## config.mk

```make
export PLATFORM = sky130hd
export DESIGN_NAME = ir_servo_responder
export DESIGN_NICKNAME = d
export VERILOG_FILES = /design/src/rtl/ir_servo_responder.sv
export SDC_FILE = /design/constraint.sdc
export NUM_CORES = 1
export LEC_CHECK = 0
export CELL_PAD_IN_SITES_DETAIL_PLACEMENT = 0
export CELL_PAD_IN_SITES_GLOBAL_PLACEMENT = 2
export CORE_MARGIN = 2
export CORE_UTILIZATION = 36
export DETAILED_ROUTE_END_ITERATION = 10
export PLACE_DENSITY = 0.83
export SYNTH_ARGS = -nofsm -noshare
export SYNTH_HDL_FRONTEND = slang
export SYNTH_SLANG_ARGS = --single-unit
```

## constraint.sdc

```tcl
create_clock -name clk -period 2.4 [get_ports clk]
set_clock_uncertainty 0.1 [all_clocks]
set_input_delay 0.24 -clock clk [delete_from_list [all_inputs] [get_ports clk]]
set_output_delay 0.24 -clock clk [all_outputs]
set_load 0.05 [all_outputs]
```

## src/rtl/ir_servo_responder.sv

```systemverilog
// IR beacon classifier and servo responder for the line-follow controller.
// Optional IR_DEBOUNCE_EN adds a 3-sample majority filter on the IR input.
module ir_servo_responder #(
  parameter int GATE_CYCLES  = 1_000_000,
  parameter int LO_MIN       = 8,
  parameter int LO_MAX       = 12,
  parameter int HI_MIN       = 90,
  parameter int HI_MAX       = 110,
  parameter int SERVO_PERIOD = 2_000_000,
  parameter int PW_NEUTRAL   = 150_000,
  parameter int PW_A         = 100_000,
  parameter int PW_B         = 200_000,
  parameter int HOLD_PERIODS = 50,
  parameter int MAX_RETRY    = 3
) (
  input  logic       clk,
  input  logic       ResetIRModule,
  input  logic       EnableIRModule,
  input  logic       IR,
  output logic       ServoPWM,
  output logic       IRModuleDone,
  output logic [1:0] BeaconClass,
  output logic       Busy
);

  localparam int PW = $clog2(SERVO_PERIOD + 1);
  localparam int GW = $clog2(GATE_CYCLES + 1);
  localparam int HW = $clog2(HOLD_PERIODS + 1);
  localparam int RW = $clog2(MAX_RETRY + 2);

  localparam logic [PW-1:0] PER_LAST  = PW'(SERVO_PERIOD - 1);
  localparam logic [PW-1:0] W_NEU     = PW'(PW_NEUTRAL);
  localparam logic [PW-1:0] W_A       = PW'(PW_A);
  localparam logic [PW-1:0] W_B       = PW'(PW_B);
  localparam logic [GW-1:0] GATE_LAST = GW'(GATE_CYCLES - 1);
  localparam logic [HW-1:0] HOLD_LAST = HW'(HOLD_PERIODS - 1);
  localparam logic [RW-1:0] RETRY_MAX = RW'(MAX_RETRY);
  localparam logic [15:0]   C_LO_MIN  = 16'(LO_MIN);
  localparam logic [15:0]   C_LO_MAX  = 16'(LO_MAX);
  localparam logic [15:0]   C_HI_MIN  = 16'(HI_MIN);
  localparam logic [15:0]   C_HI_MAX  = 16'(HI_MAX);

  typedef enum logic [2:0] {
    S_IDLE, S_MEASURE, S_CLASSIFY, S_MOVE, S_RETURN, S_DONE
  } state_t;

  state_t state_q, state_d;

  logic ir_s1_q, ir_s1_d;
  logic ir_s2_q, ir_s2_d;
  logic ir_prev_q, ir_prev_d;
`ifdef IR_DEBOUNCE_EN
  logic ir_s3_q, ir_s3_d;
  logic ir_s4_q, ir_s4_d;
  logic ir_f_q, ir_f_d;
`endif
  logic          pwm_q, pwm_d;
  logic [PW-1:0] per_q, per_d;
  logic [PW-1:0] width_q, width_d;
  logic [PW-1:0] target_q, target_d;
  logic [15:0]   edge_q, edge_d;
  logic [GW-1:0] gate_q, gate_d;
  logic [HW-1:0] hold_q, hold_d;
  logic [RW-1:0] retry_q, retry_d;
  logic [1:0]    class_q, class_d;
  logic          done_q, done_d;

  logic ir_clean, ir_rise, wrap, is_lo, is_hi;

`ifdef IR_DEBOUNCE_EN
  assign ir_clean = ir_f_q;
`else
  assign ir_clean = ir_s2_q;
`endif
  assign ir_rise = ir_clean & ~ir_prev_q;
  assign wrap    = (per_q == PER_LAST);
  assign is_lo   = (edge_q >= C_LO_MIN) && (edge_q <= C_LO_MAX);
  assign is_hi   = (edge_q >= C_HI_MIN) && (edge_q <= C_HI_MAX);

  // state register
  always_ff @(posedge clk or posedge ResetIRModule) begin
    if (ResetIRModule) state_q <= S_IDLE;
    else               state_q <= state_d;
  end

  // next-state: sequence steps, abort on enable loss outside DONE
  always_comb begin
    state_d = state_q;
    unique case (state_q)
      S_IDLE:
        if (EnableIRModule) state_d = S_MEASURE;
      S_MEASURE:
        if (!EnableIRModule)       state_d = S_IDLE;
        else if (gate_q == GATE_LAST) state_d = S_CLASSIFY;
      S_CLASSIFY:
        if (!EnableIRModule)       state_d = S_IDLE;
        else if (is_lo || is_hi)   state_d = S_MOVE;
        else if (retry_q < RETRY_MAX) state_d = S_MEASURE;
        else                       state_d = S_DONE;
      S_MOVE:
        if (!EnableIRModule)       state_d = S_IDLE;
        else if (wrap && hold_q == HOLD_LAST) state_d = S_RETURN;
      S_RETURN:
        if (!EnableIRModule)       state_d = S_IDLE;
        else if (wrap && hold_q == HOLD_LAST) state_d = S_DONE;
      S_DONE:
        state_d = S_DONE;
      default:
        state_d = S_IDLE;
    endcase
  end

  // outputs decoded from registered state and datapath
  always_comb begin
    Busy         = (state_q != S_IDLE) && (state_q != S_DONE);
    ServoPWM     = pwm_q;
    IRModuleDone = done_q;
    BeaconClass  = class_q;
  end

  // datapath next values: IR front end, PWM, counters, result
  always_comb begin
    ir_s1_d   = IR;
    ir_s2_d   = ir_s1_q;
    ir_prev_d = ir_clean;
`ifdef IR_DEBOUNCE_EN
    ir_s3_d   = ir_s2_q;
    ir_s4_d   = ir_s3_q;
    ir_f_d    = (ir_s2_q & ir_s3_q) | (ir_s2_q & ir_s4_q) |
                (ir_s3_q & ir_s4_q);
`endif
    per_d    = wrap ? '0 : per_q + 1'b1;
    width_d  = wrap ? target_q : width_q;
    pwm_d    = (per_q < width_q);
    target_d = target_q;
    class_d  = class_q;
    edge_d   = edge_q;
    gate_d   = gate_q;
    retry_d  = retry_q;
    hold_d   = hold_q;
    done_d   = (state_q == S_DONE);

    if (state_q == S_MEASURE) begin
      gate_d = gate_q + 1'b1;
      if (ir_rise && edge_q != 16'hFFFF) edge_d = edge_q + 1'b1;
    end
    if (state_d == S_MEASURE && state_q != S_MEASURE) begin
      edge_d = '0;
      gate_d = '0;
    end
    if (state_q == S_IDLE) retry_d = '0;
    if (state_q == S_CLASSIFY && state_d == S_MEASURE)
      retry_d = retry_q + 1'b1;

    if (state_d != state_q) hold_d = '0;
    else if ((state_q == S_MOVE || state_q == S_RETURN) && wrap)
      hold_d = hold_q + 1'b1;

    if (state_q == S_CLASSIFY && state_d == S_MOVE) begin
      target_d = is_lo ? W_A : W_B;
      class_d  = is_lo ? 2'd1 : 2'd2;
    end
    if (state_q == S_CLASSIFY && state_d == S_DONE) class_d = 2'd3;
    if (state_q == S_MOVE && state_d == S_RETURN) target_d = W_NEU;
    if (state_q != S_IDLE && state_d == S_IDLE)   target_d = W_NEU;
  end

  // datapath registers
  always_ff @(posedge clk or posedge ResetIRModule) begin
    if (ResetIRModule) begin
      ir_s1_q   <= 1'b0;
      ir_s2_q   <= 1'b0;
      ir_prev_q <= 1'b0;
`ifdef IR_DEBOUNCE_EN
      ir_s3_q   <= 1'b0;
      ir_s4_q   <= 1'b0;
      ir_f_q    <= 1'b0;
`endif
      pwm_q     <= 1'b0;
      per_q     <= '0;
      width_q   <= W_NEU;
      target_q  <= W_NEU;
      edge_q    <= '0;
      gate_q    <= '0;
      hold_q    <= '0;
      retry_q   <= '0;
      class_q   <= 2'd0;
      done_q    <= 1'b0;
    end else begin
      ir_s1_q   <= ir_s1_d;
      ir_s2_q   <= ir_s2_d;
      ir_prev_q <= ir_prev_d;
`ifdef IR_DEBOUNCE_EN
      ir_s3_q   <= ir_s3_d;
      ir_s4_q   <= ir_s4_d;
      ir_f_q    <= ir_f_d;
`endif
      pwm_q     <= pwm_d;
      per_q     <= per_d;
      width_q   <= width_d;
      target_q  <= target_d;
      edge_q    <= edge_d;
      gate_q    <= gate_d;
      hold_q    <= hold_d;
      retry_q   <= retry_d;
      class_q   <= class_d;
      done_q    <= done_d;
    end
  end

endmodule

```

==> metrics.md <==
| Metric | Value |
|---|---|
| DRT iter0 DRCs | 136 |
| Post-Synthesis Cells | 483 |
| Synth top area cells | dfrtp_1 (44%), nand2_1 (5.0%), ha_1 (4.9%), nand3_1 (4.7%), xnor2_1 (3.6%) |
| Slew @ Worst Pin | 659 ps |
| Clk network pwr share | 35.1% |
| Via density | 5.02 |
| Seq/Total Area, Yosys | 47.3% |
| Slowest CP cell | or4_4 |
| Initial antenna violation count | 0 |
| Final period utilization | 102% |
| Initial Util | 36.5% |
| Asr flop ratio synth | 100% |
| N_diodes | 0 |
| DPL Wire Length | 7410 um |
| Via Count | 3753 |
| Final nets | 592 |
| Comb power frac | 22.1% |
| RSZ-0062 raised after global routing | yes |
| Int Pwr | 2.58 mW |
| Max Fanout on Critical Path | 3 |
| # setup viols final | 7 |
| Warnings, synthesis | 0 |
| Worst hold slack | 223 ps |
| CTS H-tree lvls | 3 |
| Worst setup margin | -52.0 ps |
| Syn nets | 505 |
| GRT Util Overall | 16.8% |
| Post-DRT Antenna Nets | 0 |
| Max transition margin | 56.0% |
| Crit Path Category | flop to flop |
| Worst EP arrival | 2590 ps |
| Worst-skew pair later-pin latency | 350 ps |
| Reg area | 2160 um^2 |
| First-pass GRT wire length | 17700 um |
| Crit path cell chain | or4_4 > or2_4 > nor4_4 > a2bb2oi_2 > buf_4 > and3_1 > mux2i_1 > a22o_1 |
| Core box area | 12500 um^2 |
| Max VDD drop | 348 uV |
| Flops & latches, synth | 86 |
| EDFF count, synth | 0 |
| Ys flop type | dfrtp_1 |
| Count of buffers inserted at the top-level ports | 8 |
| Commonest non-fill, non-tap cell in the layout | dfrtp_1 |
| Die X-Extent | 117 um |
| Largest delay contributor family on the critical path | simple AND/OR/NAND/NOR gates |
| Final number of hold-violating endpoints | 0 |
| Hold WC Path Type | input port to async pin |
| CTS sink cnt | 86 |
| Fin. max-slew vios | 0 |
| # placed instances | 722 |
| Top cell type by total area after synthesis | dfrtp_1 |
| Netlist cell types | 62 |
| Die footprint | 13600 um^2 |
| Routability Congestion | 0.815 |
| Fill count | 1245 |
| Sequential power share | 42.8% |
| Setup crit end kind | flop |
| Row cnt | 41 |
| DR WL/cell | 13.9 um |
| Grt total ovfl | 0 |
| DRT Wirelength | 10400 um |
| Placed Area | 5390 um^2 |
| Final instance area | 5920 um^2 |
| Post-synth top area share | 43.8% |
| Max_cap viols | 0 |
| Non-Filler Instances | 747 |
| Synthesized area | 4570 um^2 |
| Largest net degree at the start of global routing | 39 |
| Most frequent cells in the layout | dfrtp_1 (79), buf_4 (77), nand2_1 (60) |
| Clock transition at path regs | 70 ps |
| Failing checks | negative setup slack |
| Area of the multi-input gates | 2490 um^2 |
| Post-layout min period | 2450 ps |
| Net Sw Frac | 31.1% |
| CTS tree | built |
| FMAX | 408 MHz |
| Critical Path Max Stage Delay | 560 ps |
| Switch Pwr | 1.17 mW |
| Critical path buffer and inverter count | 1 |
| Lkg Pwr | 2.75 nW |
| CP required | 2540 ps |
| Final core occ | 47.3% |
| CTS Buf Count | 9 |
| P&R area growth vs syn | 29.5% |
| Status | finished, violations left |
| Die Y | 117 um |
| Share of layout cells above drive strength 1 | 27.1% |
| # IOs | 9 |
| Root Driver | clkbuf_16 |
| Vias in the first global route | 3727 |
| Pre-CTS setup slack | -57.5 ps |
| Pwr Density | 633 nW/um^2 |
| DRC viols | 0 |
| CTS max path bufs | 2 |
| Startpoint Class | flop |
| Mean area per synthesized cell | 9.46 um^2 |
| 1st-pass router iterations | 4 |
[worst reg2reg max path, cell delays in order (launching register included)]
cell and delay (ps):
dfrtp_1 380, or4_4 560, or2_4 280, nor4_4 310, a2bb2oi_2 190, buf_4 130
and3_1 150, mux2i_1 60, a22o_1 180
[sequential cells by signal, indices dropped and copies added (netlist names), 2 cells and up]
register / count
width_q: 5
BeaconClass: 2
edge_q: 16
retry_q: 3
state_q: 3
target_q: 5
hold_q: 6
per_q: 21
gate_q: 20
[final timing paths]
check,start,to,slack [ps],cells after the start
setup reg to reg,per_q[12]$_DFF_PP0_,retry_q[0]$_DFFE_PP0P_,-50,8
setup / recovery,per_q[12]$_DFF_PP0_,retry_q[0]$_DFFE_PP0P_,-50,8
min in group clk,IR,ir_s1_q$_DFF_PP0_,230,1
hold / removal,ResetIRModule,IRModuleDone$_DFF_PP0_,220,2
max in group asynchronous,ResetIRModule,width_q[14]$_DFFE_PP1N_,1320,3
hold reg to reg,ir_s1_q$_DFF_PP0_,ir_clean$_DFF_PP0_,260,0
[metrics by stage]
stage	TNS (ps)	total power, mW
3_3_place_gp	-123	2.39
4_1_cts	-255	3.73
2_1_floorplan	-158	2.08
6_report	-206	3.75
3_5_place_dp	-436	2.40
5_1_grt	-1390	3.96
[per-layer routing]
metal	part of all wire (%)	global-route usage, %	up-vias
met4	1.7	6.35	0
met2	50	28.1	20
met1	47	21.8	1823
met5	0	0	-
li1	-	-	1898
met3	1.7	2.80	12
[Yosys cell counts (all sizes together), types with 2 or more instances]
| library cell | count |
|---|---|
| dfrtp | 80 |
| nand2 | 61 |
| nand3 | 44 |
| nor2 | 42 |
| o21ai | 30 |
| xnor2 | 19 |
| ha | 18 |
| inv | 18 |
| a21oi | 16 |
| and3 | 16 |
| xor2 | 13 |
| nand4 | 10 |
| and2 | 9 |
| nor4 | 8 |
| or2 | 8 |
| a21o | 7 |
| a31oi | 7 |
| clkbuf | 7 |
| dfstp | 6 |
| nor3 | 6 |
| and4 | 5 |
| mux2i | 5 |
| nor2b | 5 |
| buf | 4 |
| a211oi | 2 |
| a221o | 2 |
| a31o | 2 |
| nand2b | 2 |
| nor4b | 2 |
| o211a | 2 |
| or3b | 2 |
| or4 | 2 |
[area by class of cell]
| cell class | instances | share of cell area, % |
|---|---|---|
| clock buffers | 10 | 3.87 |
| clock inverters | 6 | 0.782 |
| inverters | 18 | 1.21 |
| multi-input cells | 368 | 42.0 |
| flip-flops and latches | 86 | 36.5 |
| well taps | 172 | 3.64 |
| repair buffers | 87 | 12.0 |
[timing repair]
item	4_1_cts	5_1_grt
hold buffers	0	0
pin swaps	4	14
buffers inserted	3	6
endpoints found under the setup margin	38	44
resized for setup	5	47
[kinds of logic (layout without fill, tap and decap cells)]
kind of cell | Yosys count | count (layout) | share of synthesized area (%)
compound gates | 83 | 83 | 11.9
xor+xnor | 32 | 32 | 6.13
fa+ha+maj | 18 | 18 | 4.93
buf+inv | 29 | 121 | 2.55
flops | 86 | 86 | 47.3
mux | 5 | 5 | 1.10
simple gates | 230 | 230 | 26.2
[power by group through the flow]
stage          Sequential, mW  Clock [mW]  Combinational [mW]
3_3_place_gp             1.62           0               0.762
4_1_cts                  1.60        1.35               0.776
3_5_place_dp             1.63           0               0.771
6_report                 1.60        1.32               0.828
5_1_grt                  1.62        1.42               0.926
2_1_floorplan            1.63           0               0.448
No activity file was read; power rests on OpenSTA's default activity.
